`config.mk`:
```
export PLATFORM = sky130hd
export DESIGN_NAME = bus_timer_slave_flat
export DESIGN_NICKNAME = d
export VERILOG_FILES = /design/src/rtl/bus_timer_slave_pkg.sv /design/src/rtl/bus_timer_slave_if.sv /design/src/rtl/bus_timer_slave_prescaler.sv /design/src/rtl/bus_timer_slave.sv /design/src/flat_wrapper.sv
export SDC_FILE = /design/constraint.sdc
export NUM_CORES = 1
export LEC_CHECK = 0
export CAP_MARGIN = 20
export CORE_MARGIN = 2
export CORE_UTILIZATION = 40
export DETAILED_ROUTE_END_ITERATION = 7
export DONT_BUFFER_PORTS = 1
export HOLD_SLACK_MARGIN = 0.02
export PLACE_DENSITY = 0.59
export REMOVE_ABC_BUFFERS = 1
export SYNTH_ARGS = -nofsm -noshare
export SYNTH_HDL_FRONTEND = slang
export SYNTH_SLANG_ARGS = --single-unit
export TNS_END_PERCENT = 1
```
`constraint.sdc`:
```
create_clock -name clk -period 10 [get_ports clk]
set_input_delay 2 -clock clk [delete_from_list [all_inputs] [get_ports clk]]
set_output_delay 2 -clock clk [all_outputs]
set_load 0.05 [all_outputs]
```
`src/rtl/bus_timer_slave_pkg.sv`:
```
// Shared constants and types for the bus timer slave: register offsets,
// CTRL bit layout, reset values and the byte-enable merge helper.
package bus_timer_slave_pkg;

    localparam int TIMER_DATA_W = 32;
    localparam int TIMER_ADDR_W = 32;
    localparam int TIMER_MASK_W = TIMER_DATA_W / 8;
    localparam int TIMER_PRESC_W = 16;

    typedef enum logic [1:0] {
        TIMER_OFF_CTRL  = 2'd0,
        TIMER_OFF_COUNT = 2'd1,
        TIMER_OFF_CMP   = 2'd2,
        TIMER_OFF_PRESC = 2'd3
    } timer_off_e;

    localparam int CTRL_EN     = 0;
    localparam int CTRL_IE     = 1;
    localparam int CTRL_PEND   = 2;
    localparam int CTRL_RELOAD = 3;

    typedef struct packed {
        logic reload;
        logic pend;
        logic ie;
        logic en;
    } timer_ctrl_t;

    localparam logic [TIMER_DATA_W-1:0] TIMER_CMP_RST = 32'hFFFF_FFFF;

    function automatic logic [TIMER_DATA_W-1:0] wem_merge(
        input logic [TIMER_DATA_W-1:0] old,
        input logic [TIMER_DATA_W-1:0] d,
        input logic [TIMER_MASK_W-1:0] m
    );
        logic [TIMER_DATA_W-1:0] r;
        for (int i = 0; i < TIMER_MASK_W; i++)
            r[8*i +: 8] = m[i] ? d[8*i +: 8] : old[8*i +: 8];
        return r;
    endfunction

endpackage

```
`src/rtl/bus_timer_slave_if.sv`:
```
// req/addr_ok/data_ok bus between the arbiter (master) and the timer (slave).
interface bus_timer_slave_if
    import bus_timer_slave_pkg::*;
#(
    parameter int DATA_W = TIMER_DATA_W,
    parameter int ADDR_W = TIMER_ADDR_W,
    parameter int MASK_W = TIMER_MASK_W
);
    logic              req_i;
    logic              we_i;
    logic [ADDR_W-1:0] addr_i;
    logic [DATA_W-1:0] data_i;
    logic [MASK_W-1:0] wem_i;
    logic              addr_ok_o;
    logic              data_ok_o;
    logic [DATA_W-1:0] data_o;

    modport master (
        output req_i, we_i, addr_i, data_i, wem_i,
        input  addr_ok_o, data_ok_o, data_o
    );

    modport slave (
        input  req_i, we_i, addr_i, data_i, wem_i,
        output addr_ok_o, data_ok_o, data_o
    );
endinterface

```
`src/rtl/bus_timer_slave_prescaler.sv`:
```
// Tick divider for the timer: pulses once every PRESC+1 enabled cycles.
// Only compiled when TIMER_PRESCALER_EN is defined.
`ifdef TIMER_PRESCALER_EN
module bus_timer_slave_prescaler
    import bus_timer_slave_pkg::*;
(
    input  logic                     clk,
    input  logic                     rst,
    input  logic                     en,
    input  logic [TIMER_PRESC_W-1:0] presc,
    input  logic                     clr,
    output logic                     tick
);
    logic [TIMER_PRESC_W-1:0] cnt;

    assign tick = en && (cnt == presc);

    always_ff @(posedge clk or posedge rst) begin
        if (rst)               cnt <= '0;
        else if (clr || tick)  cnt <= '0;
        else                   cnt <= cnt + TIMER_PRESC_W'(1);
    end
endmodule
`endif

```
`src/rtl/bus_timer_slave.sv`:
```
// Timer peripheral on arbiter slave port 2: 32-bit counter with compare,
// auto-reload and level irq. Optional PRESC register under TIMER_PRESCALER_EN.
module bus_timer_slave
    import bus_timer_slave_pkg::*;
#(
    parameter int DATA_W = TIMER_DATA_W,
    parameter int ADDR_W = TIMER_ADDR_W,
    parameter int MASK_W = TIMER_MASK_W
) (
    input  logic             clk,
    input  logic             rst,
    bus_timer_slave_if.slave bus,
    output logic             irq_o
);
    logic              addr_ok, data_ok;
    logic [DATA_W-1:0] data_q, rd_val;
    timer_ctrl_t       ctrl, ctrl_n;
    logic [DATA_W-1:0] count, count_n, cmp, cmp_n;
    logic              accept, wr, tick, match;
    timer_off_e        sel;
    logic              unused_addr;

    assign accept      = bus.req_i && addr_ok;
    assign wr          = accept && bus.we_i;
    assign sel         = timer_off_e'(bus.addr_i[3:2]);
    assign unused_addr = ^{bus.addr_i[ADDR_W-1:4], bus.addr_i[1:0]};

`ifdef TIMER_PRESCALER_EN
    logic [TIMER_PRESC_W-1:0] presc, presc_n;
    logic [DATA_W-1:0]        presc_w;
    logic                     presc_wr;

    assign presc_wr = wr && (sel == TIMER_OFF_PRESC);
    assign presc_w  = wem_merge({{(DATA_W-TIMER_PRESC_W){1'b0}}, presc}, bus.data_i, bus.wem_i);

    bus_timer_slave_prescaler u_timer_prescaler (
        .clk   (clk),
        .rst   (rst),
        .en    (ctrl.en),
        .presc (presc),
        .clr   (!ctrl.en || presc_wr),
        .tick  (tick)
    );
`else
    assign tick = ctrl.en;
`endif

    assign match = tick && (count == cmp);

    always_comb begin
        rd_val = '0;
        case (sel)
            TIMER_OFF_CTRL:  rd_val = {{(DATA_W-4){1'b0}}, ctrl};
            TIMER_OFF_COUNT: rd_val = count;
            TIMER_OFF_CMP:   rd_val = cmp;
`ifdef TIMER_PRESCALER_EN
            TIMER_OFF_PRESC: rd_val = {{(DATA_W-TIMER_PRESC_W){1'b0}}, presc};
`endif
            default:         rd_val = '0;
        endcase
    end

    // Tick update first, then bus write overrides it, then a fresh match
    // re-asserts pend so it wins over a same-cycle W1C.
    always_comb begin
        ctrl_n  = ctrl;
        count_n = count;
        cmp_n   = cmp;
`ifdef TIMER_PRESCALER_EN
        presc_n = presc;
`endif
        if (tick) begin
            if (count == cmp) begin
                if (ctrl.reload) count_n   = '0;
                else             ctrl_n.en = 1'b0;
            end else begin
                count_n = count + DATA_W'(1);
            end
        end
        if (wr) begin
            case (sel)
                TIMER_OFF_CTRL: if (bus.wem_i[0]) begin
                    ctrl_n.en     = bus.data_i[CTRL_EN];
                    ctrl_n.ie     = bus.data_i[CTRL_IE];
                    ctrl_n.reload = bus.data_i[CTRL_RELOAD];
                    if (bus.data_i[CTRL_PEND]) ctrl_n.pend = 1'b0;
                end
                TIMER_OFF_COUNT: count_n = wem_merge(count, bus.data_i, bus.wem_i);
                TIMER_OFF_CMP:   cmp_n   = wem_merge(cmp, bus.data_i, bus.wem_i);
`ifdef TIMER_PRESCALER_EN
                TIMER_OFF_PRESC: presc_n = presc_w[TIMER_PRESC_W-1:0];
`endif
                default: ;
            endcase
        end
        if (match) ctrl_n.pend = 1'b1;
    end

    always_ff @(posedge clk or posedge rst) begin
        if (rst) begin
            addr_ok <= 1'b0;
            data_ok <= 1'b0;
            data_q  <= '0;
            ctrl    <= '0;
            count   <= '0;
            cmp     <= TIMER_CMP_RST;
`ifdef TIMER_PRESCALER_EN
            presc   <= '0;
`endif
        end else begin
            addr_ok <= 1'b1;
            data_ok <= accept;
            data_q  <= (accept && !bus.we_i) ? rd_val : '0;
            ctrl    <= ctrl_n;
            count   <= count_n;
            cmp     <= cmp_n;
`ifdef TIMER_PRESCALER_EN
            presc   <= presc_n;
`endif
        end
    end

    assign bus.addr_ok_o = addr_ok;
    assign bus.data_ok_o = data_ok;
    assign bus.data_o    = data_q;
    assign irq_o         = ctrl.pend && ctrl.ie;
endmodule
```
`src/flat_wrapper.sv`:
```
// flat-port wrapper written by rule: the top's interface ports become plain ports
module bus_timer_slave_flat import bus_timer_slave_pkg::*;
#(
    parameter int DATA_W = TIMER_DATA_W,
    parameter int ADDR_W = TIMER_ADDR_W,
    parameter int MASK_W = TIMER_MASK_W
)
  (clk, rst, irq_o, bus_req_i, bus_we_i, bus_addr_i, bus_data_i, bus_wem_i, bus_addr_ok_o, bus_data_ok_o, bus_data_o);
  bus_timer_slave_if #(.DATA_W(DATA_W), .ADDR_W(ADDR_W), .MASK_W(MASK_W)) bus_i ();
  input  logic clk;
  input  logic rst;
  output logic irq_o;
  input wire logic [$bits(bus_i.req_i)-1:0] bus_req_i;
  input wire logic [$bits(bus_i.we_i)-1:0] bus_we_i;
  input wire logic [$bits(bus_i.addr_i)-1:0] bus_addr_i;
  input wire logic [$bits(bus_i.data_i)-1:0] bus_data_i;
  input wire logic [$bits(bus_i.wem_i)-1:0] bus_wem_i;
  output wire logic [$bits(bus_i.addr_ok_o)-1:0] bus_addr_ok_o;
  output wire logic [$bits(bus_i.data_ok_o)-1:0] bus_data_ok_o;
  output wire logic [$bits(bus_i.data_o)-1:0] bus_data_o;
  assign bus_i.req_i = bus_req_i;
  assign bus_i.we_i = bus_we_i;
  assign bus_i.addr_i = bus_addr_i;
  assign bus_i.data_i = bus_data_i;
  assign bus_i.wem_i = bus_wem_i;
  assign bus_addr_ok_o = bus_i.addr_ok_o;
  assign bus_data_ok_o = bus_i.data_ok_o;
  assign bus_data_o = bus_i.data_o;
  bus_timer_slave #(.DATA_W(DATA_W), .ADDR_W(ADDR_W), .MASK_W(MASK_W)) u_core (.clk(clk), .rst(rst), .bus(bus_i), .irq_o(irq_o));
endmodule
```
# Word-level counts from Yosys, hierarchy flattened
# Cells that the tools add are included.
[word_totals] ff_bits=102 in_bits=72 output_inout_bits=35 word_cells=59
[classes] add_sub_neg=1 eq_ne=7 muxes=19 n_reduce_logical=17
[ops] op="$mux 32" count=6
[ops] op="$pmux 32 s3" count=1
[ops] op="$add 32x1->32 const B" count=1
[ops] op="$eq 32x32->1" count=1
[ops] op="$mux 8" count=4
[ops] op="$reduce_and 3->1" count=5
[ops] op="$ne 3x3->1 const B" count=4
[ops] op="$mux 3" count=3
[ops] op="$reduce_bool 2->1" count=4
[ops] op="$logic_and 1x1->1" count=5
[ops] op="$mux 1" count=5
[ops] op="$reduce_and 4->1" count=1
[ops] op="$eq 2x1->1 const B" count=1
[ops] op="$eq 2x2->1 const B" count=1
[ops] op="$logic_not 2->1" count=1
[ops] op="$logic_not 1->1" count=1

# Depth between registers and ports, before layout
# Gate-level depths: netlist of run 1.
[logic_depth] ltp_word=7 ltp_mapped=9 mapped_depth_nobuf=7

# Worst setup path after synthesis of run 1
# No wires, ideal clock.
[synth_path] kind="input-to-reg" startpoint="in bus_addr_i[3]" endpoint="reg u_core.count[24]" setup_ns=0.124 t_arrival_ns=3.405 t_required_ns=9.876 path_slack_ns=6.471 stages=9 path_buffers=3 path_cell_list="buf_2 nor2b_1 buf_2 and2_1 clkbuf_1 nand2_1 o21ai_0 nor3b_1 a211o_1"
[synth_via] elab_chain_cells=3 elab_cells_between_ends=4 classes_between="eq/ne (2); mux (2)"
[synth_lines] item="start: declaration" line_no="flat_wrapper.sv:15" source="input wire logic [$bits(bus_i.addr_i)-1:0] bus_addr_i;"
[synth_lines] item="$eq 2x1->1 *" line_no="bus_timer_slave.sv:81" source="case (sel)"
[synth_lines] item="$mux 32" line_no="bus_timer_slave.sv:81"
[synth_lines] item="$mux 32" line_no="bus_timer_slave.sv:80" source="if (wr) begin"
[synth_lines] item="end signal: assignment" line_no="bus_timer_slave.sv:115" source="count <= count_n;"
[synth_lines] item="end: declaration" line_no="bus_timer_slave.sv:18" source="logic [DATA_W-1:0] count, count_n, cmp, cmp_n;"
# Mark *: on every way between the ends. The rest lies on a longest branch, timed or not.
# A chain may end at the register's enable or synchronous reset.

# Worst setup path in the final report of run 1
[layout_path] startpoint="in bus_addr_i[2]" endpoint="reg u_core.count[6]"
# The elaborated chain is that of the path after synthesis.

==> results of run 1 <==
## state kept, by name, summed over array words and instances (netlist names)
signal / cells
u_core.tick: 1
u_core.count: 32
u_core.bus.data_o: 32
u_core.ctrl: 3
u_core.bus.addr_ok_o: 1
u_core.cmp: 32
u_core.bus.data_ok_o: 1
## final cells by class
type | instances | area, um2 | area share
clock buffer | 13 | 270 | 0.0458
tap | 180 | 225 | 0.0382
inverter | 7 | 28.8 | 0.00488
clock inverter | 1 | 5.00 | 0.000848
sequential | 102 | 2590 | 0.439
timing repair buffer | 6 | 42.5 | 0.00721
multi-input combinational | 399 | 2740 | 0.464
## worst min path at each step
stage | startpoint | to | cells after the start
floorplan | u_core.ctrl[2]$_DFFE_PP0P_ | u_core.ctrl[2]$_DFFE_PP0P_ | 2
global placement | u_core.ctrl[2]$_DFFE_PP0P_ | u_core.ctrl[2]$_DFFE_PP0P_ | 2
detailed placement | u_core.ctrl[2]$_DFFE_PP0P_ | u_core.ctrl[2]$_DFFE_PP0P_ | 2
CTS | u_core.ctrl[2]$_DFFE_PP0P_ | u_core.ctrl[2]$_DFFE_PP0P_ | 2
global route | u_core.ctrl[1]$_DFFE_PP0P_ | u_core.ctrl[1]$_DFFE_PP0P_ | 1
finish | u_core.ctrl[2]$_DFFE_PP0P_ | u_core.ctrl[2]$_DFFE_PP0P_ | 2
## metal layers
| metal | vias to the layer above | routed length, um | share of wire |
|---|---|---|---|
| met3 | 19 | 1160 | 0.074 |
| met4 | 0 | 299 | 0.019 |
| li1 | 1986 | - | - |
| met5 | - | 0 | 0 |
| met2 | 158 | 7320 | 0.47 |
| met1 | 2226 | 6860 | 0.44 |
## critical path: stages
cell,delay (ns)
sky130_fd_sc_hd__nor2b_2,0.66
sky130_fd_sc_hd__nand2_1,0.43
sky130_fd_sc_hd__nand2_1,0.82
sky130_fd_sc_hd__nand2_1,0.36
sky130_fd_sc_hd__o22ai_1,0.24
sky130_fd_sc_hd__nor3_1,0.08
## report_power, final
part / total (W) / leakage, nW / internal [W] / switching [W]
Clock: 0.000338 / 0.138 / 0.000186 / 0.000151
Combinational: 0.000350 / 1.05 / 0.000159 / 0.000191
Sequential: 0.000645 / 1.18 / 0.000504 / 0.000141
## cells in the final DEF, fill, tap and decap left out, types with 13 or more instances in the layout
master / instances
sky130_fd_sc_hd__dfstp_2: 32
sky130_fd_sc_hd__mux2_2: 33
sky130_fd_sc_hd__nand4_1: 23
sky130_fd_sc_hd__a21oi_1: 13
sky130_fd_sc_hd__nand2_1: 38
sky130_fd_sc_hd__nand3_1: 19
sky130_fd_sc_hd__xnor2_1: 33
sky130_fd_sc_hd__dfrtp_1: 70
sky130_fd_sc_hd__a22oi_1: 34
sky130_fd_sc_hd__mux2i_1: 13
sky130_fd_sc_hd__nor2_1: 54
sky130_fd_sc_hd__o22ai_1: 17
sky130_fd_sc_hd__and3_1: 18
## per-stage QoR
stage | worst slack, ns | total power, W | hold slack, ns | utilization | std cells
5_1_grt | 5.43 | 0.00140 | 0.548 | 0.428 | 708
6_report | 5.64 | 0.00133 | 0.532 | 0.428 | 708
3_3_place_gp | 5.36 | 0.000984 | 0.500 | 0.408 | 693
2_1_floorplan | 5.15 | 0.000880 | 0.459 | - | 508
4_1_cts | 5.70 | 0.00133 | 0.534 | 0.428 | 707
3_5_place_dp | 5.33 | 0.000994 | 0.512 | 0.408 | 693
## logic make-up after synthesis
logic type	Yosys count	share of synthesized area
AND/OR/NAND/NOR	184	0.167
XOR/XNOR	35	0.0547
adder cells (fa/ha/maj)	1	0.00223
multiplexers	47	0.0915
flip-flops	102	0.462
buffers and inverters	58	0.0504
other	1	0.000669
AO/OA/AOI/OAI	131	0.171
==> metrics.txt, run 1 <==
# TYPE chip_impl_metric gauge
chip_impl_metric{name="synthToLayoutAreaGrowth",unit="%"} 5.24
chip_impl_metric{name="max_cap_violations",unit=""} 0
chip_impl_metric{name="first_global_vias",unit=""} 4263
chip_impl_metric{name="routed-via-count",unit=""} 4389
chip_impl_metric{name="stdcell_area",unit="um2"} 5900
chip_impl_metric{name="antenna_found_initial",unit=""} 0
chip_impl_metric{name="crit_required",unit="ns"} 10.24
chip_impl_metric{name="ys.warnings.count",unit=""} 0
chip_impl_info{name="cts_tree",value="done"} 1
chip_impl_metric{name="totalWireLength",unit="mm"} 15.6
chip_impl_info{name="worst_setup_path_end_kind",value="flop"} 1
chip_impl_metric{name="htree_num_levels",unit=""} 3
chip_impl_metric{name="placementRows",unit=""} 43
chip_impl_metric{name="dieArea",unit="um2"} 15000
chip_impl_metric{name="insertion_delay",unit="ns"} 0.36
chip_impl_metric{name="synth_top_area_frac",unit=""} 0.312
chip_impl_info{name="critPathLaunchType",value="primary input"} 1
chip_impl_metric{name="pin_count",unit=""} 107
chip_impl_metric{name="buffer_ports.inserted",unit=""} 0
chip_impl_metric{name="total_leakage_power",unit="nW"} 2.36
chip_impl_metric{name="drt_iter0_drc",unit=""} 364
chip_impl_metric{name="synth-seq-cells",unit=""} 102
chip_impl_metric{name="dp.final_hpwl",unit="mm"} 10.4
chip_impl_metric{name="ir_worst_vdd",unit="mV"} 0.101
chip_impl_metric{name="die-width",unit="um"} 122
chip_impl_metric{name="postCtsHoldBufs",unit=""} 0
chip_impl_metric{name="maximum_number_of_pins_on_one_net_before_global_route_repair",unit=""} 62
chip_impl_info{name="leading_cell_types_by_count_after_synthesis",value="70 x sky130_fd_sc_hd__dfrtp_1, 54 x sky130_fd_sc_hd__nor2_1, 38 x sky130_fd_sc_hd__nand2_1, 34 x sky130_fd_sc_hd__a22oi_1"} 1
chip_impl_metric{name="setup.reg_to_reg.worst_slack",unit="ns"} 6.98
chip_impl_metric{name="nets",unit=""} 598
chip_impl_metric{name="gr-total-overflow",unit=""} 0
chip_impl_metric{name="timing_hold_violations_final",unit=""} 0
chip_impl_metric{name="final_layout_size_suffix_gt1_frac",unit=""} 0.176
chip_impl_info{name="synthTopCellsByArea",value="sky130_fd_sc_hd__dfrtp_1 31%, sky130_fd_sc_hd__dfstp_2 15%, sky130_fd_sc_hd__mux2_2 6.6%, sky130_fd_sc_hd__xnor2_1 5.2%, sky130_fd_sc_hd__a22oi_1 4.6%"} 1
chip_impl_metric{name="wire_per_inst",unit="um"} 22.1
chip_impl_info{name="run_status",value="finished, final reports clean"} 1
chip_impl_metric{name="fin_tns_setup",unit="ns"} 0
chip_impl_metric{name="synth-seq-area-share",unit=""} 0.462
chip_impl_metric{name="grt_use_total",unit=""} 0.215
chip_impl_info{name="r2r-end",value="u_core.count[19]$_DFFE_PP0P_"} 1
chip_impl_info{name="r2r-start",value="u_core.count[6]$_DFFE_PP0P_"} 1
chip_impl_metric{name="remaining_drc_errors",unit=""} 0
chip_impl_metric{name="design.core.area",unit="um2"} 13800
chip_impl_metric{name="buffers_from_clock_root_to_sink_at_most",unit=""} 2
chip_impl_metric{name="floorplan.die.height",unit="um"} 122
chip_impl_metric{name="clkTransAtPathRegs",unit="ns"} 0.07
chip_impl_metric{name="cellPowerDensity",unit="nW/um2"} 226
chip_impl_info{name="grt.busiest_layer",value="met2"} 1
chip_impl_info{name="critPathCapture",value="u_core.count[6]$_DFFE_PP0P_"} 1
chip_impl_metric{name="detail_route.first_pass.iterations",unit=""} 5
chip_impl_metric{name="synth_enable_flop_cells",unit=""} 0
chip_impl_metric{name="routed_via_density",unit=""} 6.20
chip_impl_metric{name="synthCells",unit=""} 559
chip_impl_info{name="yosysMostFrequentCell",value="sky130_fd_sc_hd__dfrtp_1"} 1
chip_impl_metric{name="post_cts.resized_instances",unit=""} 0
chip_impl_metric{name="setup_viol",unit=""} 0
chip_impl_metric{name="post_synth_num_cell_types",unit=""} 63
chip_impl_metric{name="total_standard_cell_area_after_synthesis",unit="um2"} 5610
chip_impl_metric{name="grt_util_met1",unit=""} 0.297
chip_impl_metric{name="cp_data_arrival_time",unit="ns"} 4.60
chip_impl_info{name="cts-root-buf",value="sky130_fd_sc_hd__clkbuf_16"} 1
chip_impl_info{name="synth.largest_area_cell",value="sky130_fd_sc_hd__dfrtp_1"} 1
chip_impl_metric{name="async_reset_ff_frac",unit=""} 1.00
chip_impl_metric{name="worst-r2r-cell-count",unit=""} 6
chip_impl_metric{name="post_synth.cell_area_avg",unit="um2"} 10.0
chip_impl_metric{name="fillCellCount",unit=""} 1375
chip_impl_metric{name="worstMarginPinSlew",unit="ns"} 1.06
chip_impl_metric{name="timing_max_transition_violations_final",unit=""} 0
chip_impl_info{name="rsz_0062_raised_after_global_routing",value="no"} 1
chip_impl_metric{name="timing.final.crit_period",unit="ns"} 4.36
chip_impl_metric{name="max-slew-margin-rel",unit=""} 0.293
chip_impl_metric{name="achievable-frequency",unit="MHz"} 229
chip_impl_metric{name="critical_path_peak_fanout",unit=""} 22
chip_impl_metric{name="finalCritPeriodShare",unit=""} 0.436
chip_impl_metric{name="grt_pass1_wl",unit="mm"} 24.4
chip_impl_metric{name="floorplan.initialDensity",unit=""} 0.407
chip_impl_metric{name="post_cts_repair_setup_buffers",unit=""} 0
chip_impl_metric{name="num_cts_buffers",unit=""} 9
chip_impl_metric{name="numClockSinks",unit=""} 102
chip_impl_metric{name="postRouteAntennaNets",unit=""} 0
chip_impl_metric{name="n_antenna_cell",unit=""} 0
chip_impl_metric{name="worst_clock_skew",unit="ns"} 0.0106
chip_impl_info{name="synthFlopType",value="sky130_fd_sc_hd__dfrtp_1"} 1
chip_impl_info{name="worstSetupPathType",value="primary input to flop"} 1
chip_impl_metric{name="placed_cell_area",unit="um2"} 5620
chip_impl_metric{name="groute.layer.met3.usage",unit=""} 0.0507
chip_impl_info{name="crit_start",value="bus_addr_i[2]"} 1
chip_impl_info{name="min-delay-path-class",value="flop to flop"} 1
chip_impl_metric{name="finalWeightedCongestion",unit=""} 0.911
chip_impl_metric{name="globalRouteMet2Util",unit=""} 0.329
No activity file was read; power rests on OpenSTA's default activity.
==> inputs of run 2 (changes only) <==
clock period = 4.1 ns   (was 10 ns; I/O delays follow)
==> run 2 against run 1 <==
Compared with the run above: worst hold slack lost 0.12 ns; critical path depth stayed put; combinational power grew 150%; register-to-register slack lost 5.8 ns; largest cell class unchanged; non-clock buffer count increased by 5; clock skew is essentially flat; utilization rose by 0.59 points; setup slack worse by 4.5 ns; global-route usage rose by 0.24 points; final area is 1.4% higher; critical path type is now flop to flop.
==> metrics.txt, run 2 (synthesized netlist as in run 1, its figures left out) <==
# TYPE chip_impl_metric gauge
chip_impl_metric{name="final_layout_size_suffix_gt1_frac",unit=""} 0.185
chip_impl_info{name="cts_tree",value="done"} 1
chip_impl_metric{name="routed_via_density",unit=""} 6.20
chip_impl_metric{name="power.share.clock",unit=""} 0.278
chip_impl_metric{name="maximum_number_of_pins_on_one_net_before_global_route_repair",unit=""} 51
chip_impl_metric{name="htree_num_levels",unit=""} 3
chip_impl_metric{name="gr-total-overflow",unit=""} 0
chip_impl_metric{name="worstMarginPinSlew",unit="ns"} 0.960
chip_impl_info{name="critical_path.cell_chain",value="xnor2_1 > nand4_1 > nor3_1 > nand3_1 > a2bb2oi_1 > a32oi_1"} 1
chip_impl_metric{name="postCtsHoldBufs",unit=""} 0
chip_impl_metric{name="grt_pass1_wl",unit="mm"} 24.6
chip_impl_metric{name="grt_use_total",unit=""} 0.218
chip_impl_metric{name="timing_hold_violations_final",unit=""} 0
chip_impl_metric{name="fin_tns_setup",unit="ns"} 0
chip_impl_metric{name="cellPowerDensity",unit="nW/um2"} 563
chip_impl_metric{name="worstPathBufferInverterCount",unit=""} 0
chip_impl_metric{name="timing.final.crit_period",unit="ns"} 2.94
chip_impl_metric{name="clkTransAtPathRegs",unit="ns"} 0.07
chip_impl_info{name="worstSetupPathType",value="flop to flop"} 1
chip_impl_info{name="critical-path-slowest-cell",value="sky130_fd_sc_hd__nand3_1"} 1
chip_impl_metric{name="placementRows",unit=""} 43
chip_impl_info{name="final_common_cell",value="sky130_fd_sc_hd__dfrtp_1"} 1
chip_impl_metric{name="nets",unit=""} 603
chip_impl_metric{name="achievable-frequency",unit="MHz"} 340
chip_impl_metric{name="post_cts_repair_setup_buffers",unit=""} 0
chip_impl_metric{name="max_cap_violations",unit=""} 0
chip_impl_info{name="worst_setup_path_end_kind",value="flop"} 1
chip_impl_metric{name="total_leakage_power",unit="nW"} 2.41
chip_impl_metric{name="design.core.area",unit="um2"} 13800
chip_impl_metric{name="timing_max_transition_violations_final",unit=""} 0
chip_impl_metric{name="setup_viol",unit=""} 0
chip_impl_info{name="cts-root-buf",value="sky130_fd_sc_hd__clkbuf_16"} 1
chip_impl_metric{name="pin_count",unit=""} 107
chip_impl_metric{name="totalWireLength",unit="mm"} 15.6
chip_impl_metric{name="utilization",unit=""} 0.434
chip_impl_metric{name="antenna_found_initial",unit=""} 0
chip_impl_metric{name="n_antenna_cell",unit=""} 0
chip_impl_metric{name="critical_path_peak_fanout",unit=""} 13
chip_impl_info{name="top_library_cells_by_usage_in_the_layout_fill_and_taps_aside",value="70 x sky130_fd_sc_hd__dfrtp_1, 54 x sky130_fd_sc_hd__nor2_1, 38 x sky130_fd_sc_hd__nand2_1, 34 x sky130_fd_sc_hd__a22oi_1"} 1
chip_impl_metric{name="detail_route.first_pass.iterations",unit=""} 5
chip_impl_info{name="min-delay-path-class",value="primary input to asynchronous set/reset pin"} 1
chip_impl_metric{name="buffer_ports.inserted",unit=""} 0
chip_impl_metric{name="worst_clock_skew",unit="ns"} 0.0101
chip_impl_metric{name="post_cts.resized_instances",unit=""} 0
chip_impl_metric{name="finalCritPeriodShare",unit=""} 0.717
chip_impl_metric{name="synthToLayoutAreaGrowth",unit="%"} 6.69
chip_impl_metric{name="ir_worst_vdd",unit="mV"} 0.228
chip_impl_metric{name="switching_power",unit="W"} 0.00120
chip_impl_metric{name="wire_per_inst",unit="um"} 21.8
chip_impl_metric{name="first_global_vias",unit=""} 4399
chip_impl_metric{name="finalWeightedCongestion",unit=""} 0.888
chip_impl_metric{name="routed-via-count",unit=""} 4431
chip_impl_info{name="run_status",value="finished, final reports clean"} 1
chip_impl_metric{name="internal_power",unit="W"} 0.00217
chip_impl_metric{name="p_seq_frac",unit=""} 0.466
chip_impl_metric{name="combinational_group_share_of_total_power",unit=""} 0.256
chip_impl_metric{name="drt_iter0_drc",unit=""} 325
chip_impl_metric{name="fillCellCount",unit=""} 1368
chip_impl_metric{name="cp_data_arrival_time",unit="ns"} 3.20
chip_impl_metric{name="dp.final_hpwl",unit="mm"} 10.6
chip_impl_info{name="critical-path-top-delay-family",value="simple AND/OR/NAND/NOR gates"} 1
chip_impl_metric{name="num_cts_buffers",unit=""} 9
chip_impl_metric{name="remaining_drc_errors",unit=""} 0
chip_impl_metric{name="max-slew-margin-rel",unit=""} 0.355
chip_impl_info{name="rsz_0062_raised_after_global_routing",value="no"} 1
chip_impl_metric{name="insertion_delay",unit="ns"} 0.36
chip_impl_metric{name="crit_required",unit="ns"} 4.36
chip_impl_metric{name="buffers_from_clock_root_to_sink_at_most",unit=""} 2
chip_impl_metric{name="slowest_delay",unit="ns"} 0.66
chip_impl_metric{name="postRouteAntennaNets",unit=""} 0
chip_impl_metric{name="power.switching_fraction",unit=""} 0.355
chip_impl_metric{name="numClockSinks",unit=""} 102
chip_impl_metric{name="dieArea",unit="um2"} 15000
chip_impl_info{name="critPathLaunchType",value="flop"} 1
chip_impl_metric{name="floorplan.die.height",unit="um"} 122
chip_impl_metric{name="floorplan.initialDensity",unit=""} 0.407
chip_impl_metric{name="die-width",unit="um"} 122
run 2: cell types whose count changed in the layout (fill, tap and decap cells not counted), sizes merged:
| cell | previous run | this run |
|---|---|---|
| buf | 5 | 11 |
| bufinv | 0 | 2 |
| clkbuf | 14 | 12 |
| clkinv | 2 | 3 |
run 2: cell type report:
type                    count  area [um2]  area share
clock buffers              12         246      0.0412
clock inverters             4        70.1      0.0117
inverters                   7        28.8     0.00481
multi-input cells         399        2740       0.457
flip-flops and latches    102        2590       0.433
well taps                 180         225      0.0376
repair buffers             11        82.6      0.0138
run 2: path summary, 6_finish.rpt:
| path | startpoint | endpoint | slack [ns] | cells past startpoint |
|---|---|---|---|---|
| setup / recovery | u_core.count[6]$_DFFE_PP0P_ | u_core.count[19]$_DFFE_PP0P_ | 1.16 | 6 |
| hold / removal | rst | u_core.bus.data_o[31]$_DFF_PP0_ | 0.41 | 1 |
| setup reg to reg | u_core.count[6]$_DFFE_PP0P_ | u_core.count[19]$_DFFE_PP0P_ | 1.16 | 6 |
| hold reg to reg | u_core.ctrl[2]$_DFFE_PP0P_ | u_core.ctrl[2]$_DFFE_PP0P_ | 0.52 | 2 |
| max in group asynchronous | rst | u_core.cmp[1]$_DFFE_PP1P_ | 2.82 | 2 |
| min in group clk | u_core.ctrl[2]$_DFFE_PP0P_ | u_core.ctrl[2]$_DFFE_PP0P_ | 0.52 | 2 |
run 2: through the flow:
stage	power [W]	hold slack, ns	area, um2	worst slack [ns]	cells
after floorplan	0.00215	0.459	5350	0.429	508
after global placement	0.00241	0.503	5670	1.21	699
after detailed placement	0.00243	0.517	5670	1.16	699
after CTS	0.00337	0.441	5980	1.16	715
after global routing	0.00355	0.471	5980	0.901	715
final	0.00337	0.412	5980	1.16	715
run 2: layer usage:
metal | track usage | up-vias | wire length [um]
met2 | 0.328 | 169 | 7260
li1 | - | 2005 | -
met5 | 0 | - | 0
met4 | 0.0841 | 0 | 380
met3 | 0.0539 | 26 | 1080
met1 | 0.302 | 2231 | 6870
run 2: power by group through the flow:
stage	Clock [W]	Sequential, W	Combinational, W
2_1_floorplan	0	0.00150	0.000646
3_3_place_gp	0	0.00157	0.000842
3_5_place_dp	0	0.00158	0.000850
4_1_cts	0.000952	0.00156	0.000860
5_1_grt	0.000998	0.00161	0.000945
6_report	0.000938	0.00157	0.000863
==> inputs of run 3 (changes only) <==
ABC_AREA = 1   (was not set)
PLACE_DENSITY = 0.61   (was 0.59)
clock period = 2.7 ns   (was 4.1 ns; I/O delays follow)
==> run 3 against run 2 <==
Compared with the run above: maximum frequency increased by 34%; synthesized cell count increased by 93%; combinational power grew to 2.9 times the previous value; via count grew 43%; setup slack got worse by 0.65 ns; non-clock buffer count rose by 5; first-iteration DRC count increased by 22%; sequential power grew 76%; power is 97% higher; global-route usage decreased by 0.93 points; sequential cell count unchanged.
==> metrics.txt, run 3 <==
# TYPE chip_impl_metric gauge
chip_impl_metric{name="multi_input_area",unit="um2"} 3900
chip_impl_metric{name="setup_viol",unit=""} 0
chip_impl_metric{name="synth_enable_flop_cells",unit=""} 0
chip_impl_metric{name="antenna_found_initial",unit=""} 0
chip_impl_metric{name="critical_path_peak_fanout",unit=""} 23
chip_impl_info{name="cts_tree",value="done"} 1
chip_impl_metric{name="worst_slack",unit="ns"} 0.509
chip_impl_info{name="critPathLaunchType",value="flop"} 1
chip_impl_metric{name="buffer_ports.inserted",unit=""} 0
chip_impl_metric{name="fillCellCount",unit=""} 1900
chip_impl_metric{name="worstMarginPinSlew",unit="ns"} 0.687
chip_impl_metric{name="buffers_from_clock_root_to_sink_at_most",unit=""} 2
chip_impl_metric{name="finalWeightedCongestion",unit=""} 0.930
chip_impl_metric{name="postRouteAntennaNets",unit=""} 0
chip_impl_metric{name="floorplan.initialDensity",unit=""} 0.406
chip_impl_metric{name="design.core.area",unit="um2"} 17900
chip_impl_metric{name="post_cts.resized_instances",unit=""} 0
chip_impl_info{name="synthFlopType",value="sky130_fd_sc_hd__dfrtp_1"} 1
chip_impl_metric{name="htree_num_levels",unit=""} 3
chip_impl_metric{name="remaining_drc_errors",unit=""} 0
chip_impl_metric{name="numClockSinks",unit=""} 102
chip_impl_metric{name="total_standard_cell_area_after_synthesis",unit="um2"} 7270
chip_impl_metric{name="nets",unit=""} 1112
chip_impl_metric{name="post_synth.cell_area_avg",unit="um2"} 6.74
chip_impl_metric{name="synth-seq-cells",unit=""} 102
chip_impl_metric{name="insertion_delay",unit="ns"} 0.36
chip_impl_metric{name="first_global_vias",unit=""} 5926
chip_impl_info{name="synthTopCellsByArea",value="sky130_fd_sc_hd__dfrtp_1 24%, sky130_fd_sc_hd__nand2_1 23%, sky130_fd_sc_hd__dfstp_2 12%, sky130_fd_sc_hd__nor2_1 7.3%, sky130_fd_sc_hd__a21oi_1 4.3%"} 1
chip_impl_metric{name="synth_top_area_frac",unit=""} 0.241
chip_impl_metric{name="maximum_number_of_pins_on_one_net_before_global_route_repair",unit=""} 103
chip_impl_metric{name="postCtsHoldBufs",unit=""} 0
chip_impl_metric{name="post_synth_num_cell_types",unit=""} 35
chip_impl_metric{name="die-width",unit="um"} 139
chip_impl_info{name="synth.largest_area_cell",value="sky130_fd_sc_hd__dfrtp_1"} 1
chip_impl_metric{name="ys.warnings.count",unit=""} 0
chip_impl_metric{name="achievable-frequency",unit="MHz"} 456
chip_impl_metric{name="floorplan.die.height",unit="um"} 139
chip_impl_metric{name="cellPowerDensity",unit="nW/um2"} 882
chip_impl_metric{name="synthCells",unit=""} 1079
chip_impl_info{name="final_common_cell",value="sky130_fd_sc_hd__nand2_1"} 1
chip_impl_metric{name="seqCellArea",unit="um2"} 2590
chip_impl_info{name="min-delay-path-class",value="primary input to asynchronous set/reset pin"} 1
chip_impl_metric{name="max-slew-margin-rel",unit=""} 0.540
chip_impl_metric{name="n_antenna_cell",unit=""} 0
chip_impl_metric{name="timing.final.crit_period",unit="ns"} 2.19
chip_impl_metric{name="timing_max_transition_violations_final",unit=""} 0
chip_impl_metric{name="synth-seq-area-share",unit=""} 0.357
chip_impl_metric{name="final_layout_size_suffix_gt1_frac",unit=""} 0.137
chip_impl_info{name="r2r-start",value="u_core.bus.addr_ok_o$_DFF_PP0_"} 1
chip_impl_metric{name="total_leakage_power",unit="nW"} 3.62
chip_impl_metric{name="placementRows",unit=""} 49
chip_impl_metric{name="gr-total-overflow",unit=""} 0
chip_impl_metric{name="pin_count",unit=""} 107
chip_impl_info{name="rsz_0062_raised_after_global_routing",value="no"} 1
chip_impl_metric{name="post-place-ws",unit="ns"} 0.328
chip_impl_metric{name="worst_clock_skew",unit="ns"} 0.00869
chip_impl_info{name="yosysMostFrequentCell",value="sky130_fd_sc_hd__nand2_1"} 1
chip_impl_metric{name="grt_pass1_wl",unit="mm"} 32.0
chip_impl_metric{name="post_cts_repair_setup_buffers",unit=""} 0
chip_impl_metric{name="fin_tns_setup",unit="ns"} 0
chip_impl_metric{name="dieArea",unit="um2"} 19300
chip_impl_metric{name="max_cap_violations",unit=""} 0
chip_impl_metric{name="async_reset_ff_frac",unit=""} 1.00
chip_impl_info{name="run_status",value="finished, final reports clean"} 1
chip_impl_info{name="crit_start",value="u_core.bus.addr_ok_o$_DFF_PP0_"} 1
chip_impl_metric{name="grt_use_total",unit=""} 0.209
chip_impl_metric{name="timing_hold_violations_final",unit=""} 0
chip_impl_metric{name="ir_worst_vdd",unit="mV"} 0.344
chip_impl_metric{name="routed_via_density",unit=""} 4.97
chip_impl_metric{name="crit_required",unit="ns"} 2.96
chip_impl_metric{name="wire_per_inst",unit="um"} 15.3
chip_impl_metric{name="num_cts_buffers",unit=""} 9
chip_impl_info{name="leading_cell_types_by_count_after_synthesis",value="453 x sky130_fd_sc_hd__nand2_1, 141 x sky130_fd_sc_hd__nor2_1, 70 x sky130_fd_sc_hd__dfrtp_1, 63 x sky130_fd_sc_hd__a21oi_1, 60 x sky130_fd_sc_hd__inv_1"} 1
chip_impl_info{name="worst_setup_path_end_kind",value="flop"} 1
chip_impl_metric{name="drt_iter0_drc",unit=""} 396
chip_impl_metric{name="routed-via-count",unit=""} 6328
chip_impl_metric{name="detail_route.first_pass.iterations",unit=""} 6
chip_impl_metric{name="dp.final_hpwl",unit="mm"} 13.8
chip_impl_metric{name="finalCritPeriodShare",unit=""} 0.811
chip_impl_metric{name="cp_data_arrival_time",unit="ns"} 2.45
chip_impl_info{name="cts-root-buf",value="sky130_fd_sc_hd__clkbuf_16"} 1
chip_impl_metric{name="synthToLayoutAreaGrowth",unit="%"} 3.32
chip_impl_metric{name="clkTransAtPathRegs",unit="ns"} 0.08
chip_impl_info{name="worstSetupPathType",value="flop to flop"} 1
chip_impl_metric{name="totalWireLength",unit="mm"} 19.5
chip_impl_info{name="top_library_cells_by_usage_in_the_layout_fill_and_taps_aside",value="453 x sky130_fd_sc_hd__nand2_1, 140 x sky130_fd_sc_hd__nor2_1, 70 x sky130_fd_sc_hd__dfrtp_1, 63 x sky130_fd_sc_hd__a21oi_1, 59 x sky130_fd_sc_hd__inv_1"} 1
[run 3: area by class of cell]
cell class / instances / area share
tap: 229 / 0.0382
inverter: 76 / 0.0383
timing repair buffer: 16 / 0.0177
clock inverter: 7 / 0.0108
multi-input combinational: 834 / 0.520
clock buffer: 9 / 0.0300
sequential: 102 / 0.345
[run 3: cells by family (layout without fill, tap and decap cells)]
logic type,count (synthesis),count (layout),synth area share
buf+inv,143,108,0.107
mux,17,17,0.0263
compound gates,90,90,0.0637
other cells,1,1,0.000516
flops,102,102,0.357
fa+ha+maj,1,1,0.00172
simple gates,687,687,0.388
xor+xnor,38,38,0.0561
[run 3: final timing paths]
| check | end | slack [ns] | cells past startpoint |
|---|---|---|---|
| setup / recovery | u_core.count[24]$_DFFE_PP0P_ | 0.51 | 9 |
| hold / removal | u_core.bus.data_o[28]$_DFF_PP0_ | 0.12 | 2 |
| setup reg to reg | u_core.count[24]$_DFFE_PP0P_ | 0.51 | 9 |
| hold reg to reg | u_core.bus.data_ok_o$_DFF_PP0_ | 0.52 | 2 |
| max in group asynchronous | u_core.count[27]$_DFFE_PP0P_ | 2.06 | 2 |
| min in group clk | u_core.cmp[0]$_DFFE_PP1P_ | 0.27 | 2 |
[run 3: report_power, final]
group / switching (W) / leakage (nW) / total, W / internal (W)
clock network: 0.000633 / 0.147 / 0.00136 / 0.000731
registers: 0.000794 / 1.25 / 0.00276 / 0.00197
logic: 0.00154 / 2.22 / 0.00250 / 0.000963
[run 3: worst max-delay path, stage by stage, from the launching register on]
cell	delay [ns]
sky130_fd_sc_hd__dfrtp_1	0.35
sky130_fd_sc_hd__nand2_1	0.08
sky130_fd_sc_hd__nor2_1	0.15
sky130_fd_sc_hd__inv_1	0.28
sky130_fd_sc_hd__nor2_2	0.21
sky130_fd_sc_hd__inv_2	0.24
sky130_fd_sc_hd__nor2_2	0.53
sky130_fd_sc_hd__nor2_1	0.10
sky130_fd_sc_hd__nand2_1	0.09
sky130_fd_sc_hd__nand2_1	0.04
[run 3: per-stage QoR]
| step | total power (W) | util | std cells | area, um2 | hold slack (ns) |
|---|---|---|---|---|---|
| after floorplan | 0.00452 | - | 1012 | 6780 | 0.475 |
| after global placement | 0.00522 | 0.402 | 1257 | 7200 | 0.482 |
| after detailed placement | 0.00526 | 0.402 | 1257 | 7200 | 0.499 |
| after CTS | 0.00665 | 0.419 | 1273 | 7510 | 0.208 |
| after global routing | 0.00719 | 0.419 | 1273 | 7510 | 0.216 |
| final | 0.00662 | 0.419 | 1273 | 7510 | 0.118 |
[run 3: routing by layer]
metal  wire length [um]  track usage  vias to the layer above  share of wire
li1                   -            -                     3217              -
met1               9230        0.288                     2941           0.47
met2               8910        0.332                      145           0.46
met3                962       0.0425                       25          0.049
met4                394       0.0617                        0          0.020
met5                  0            0                        -              0
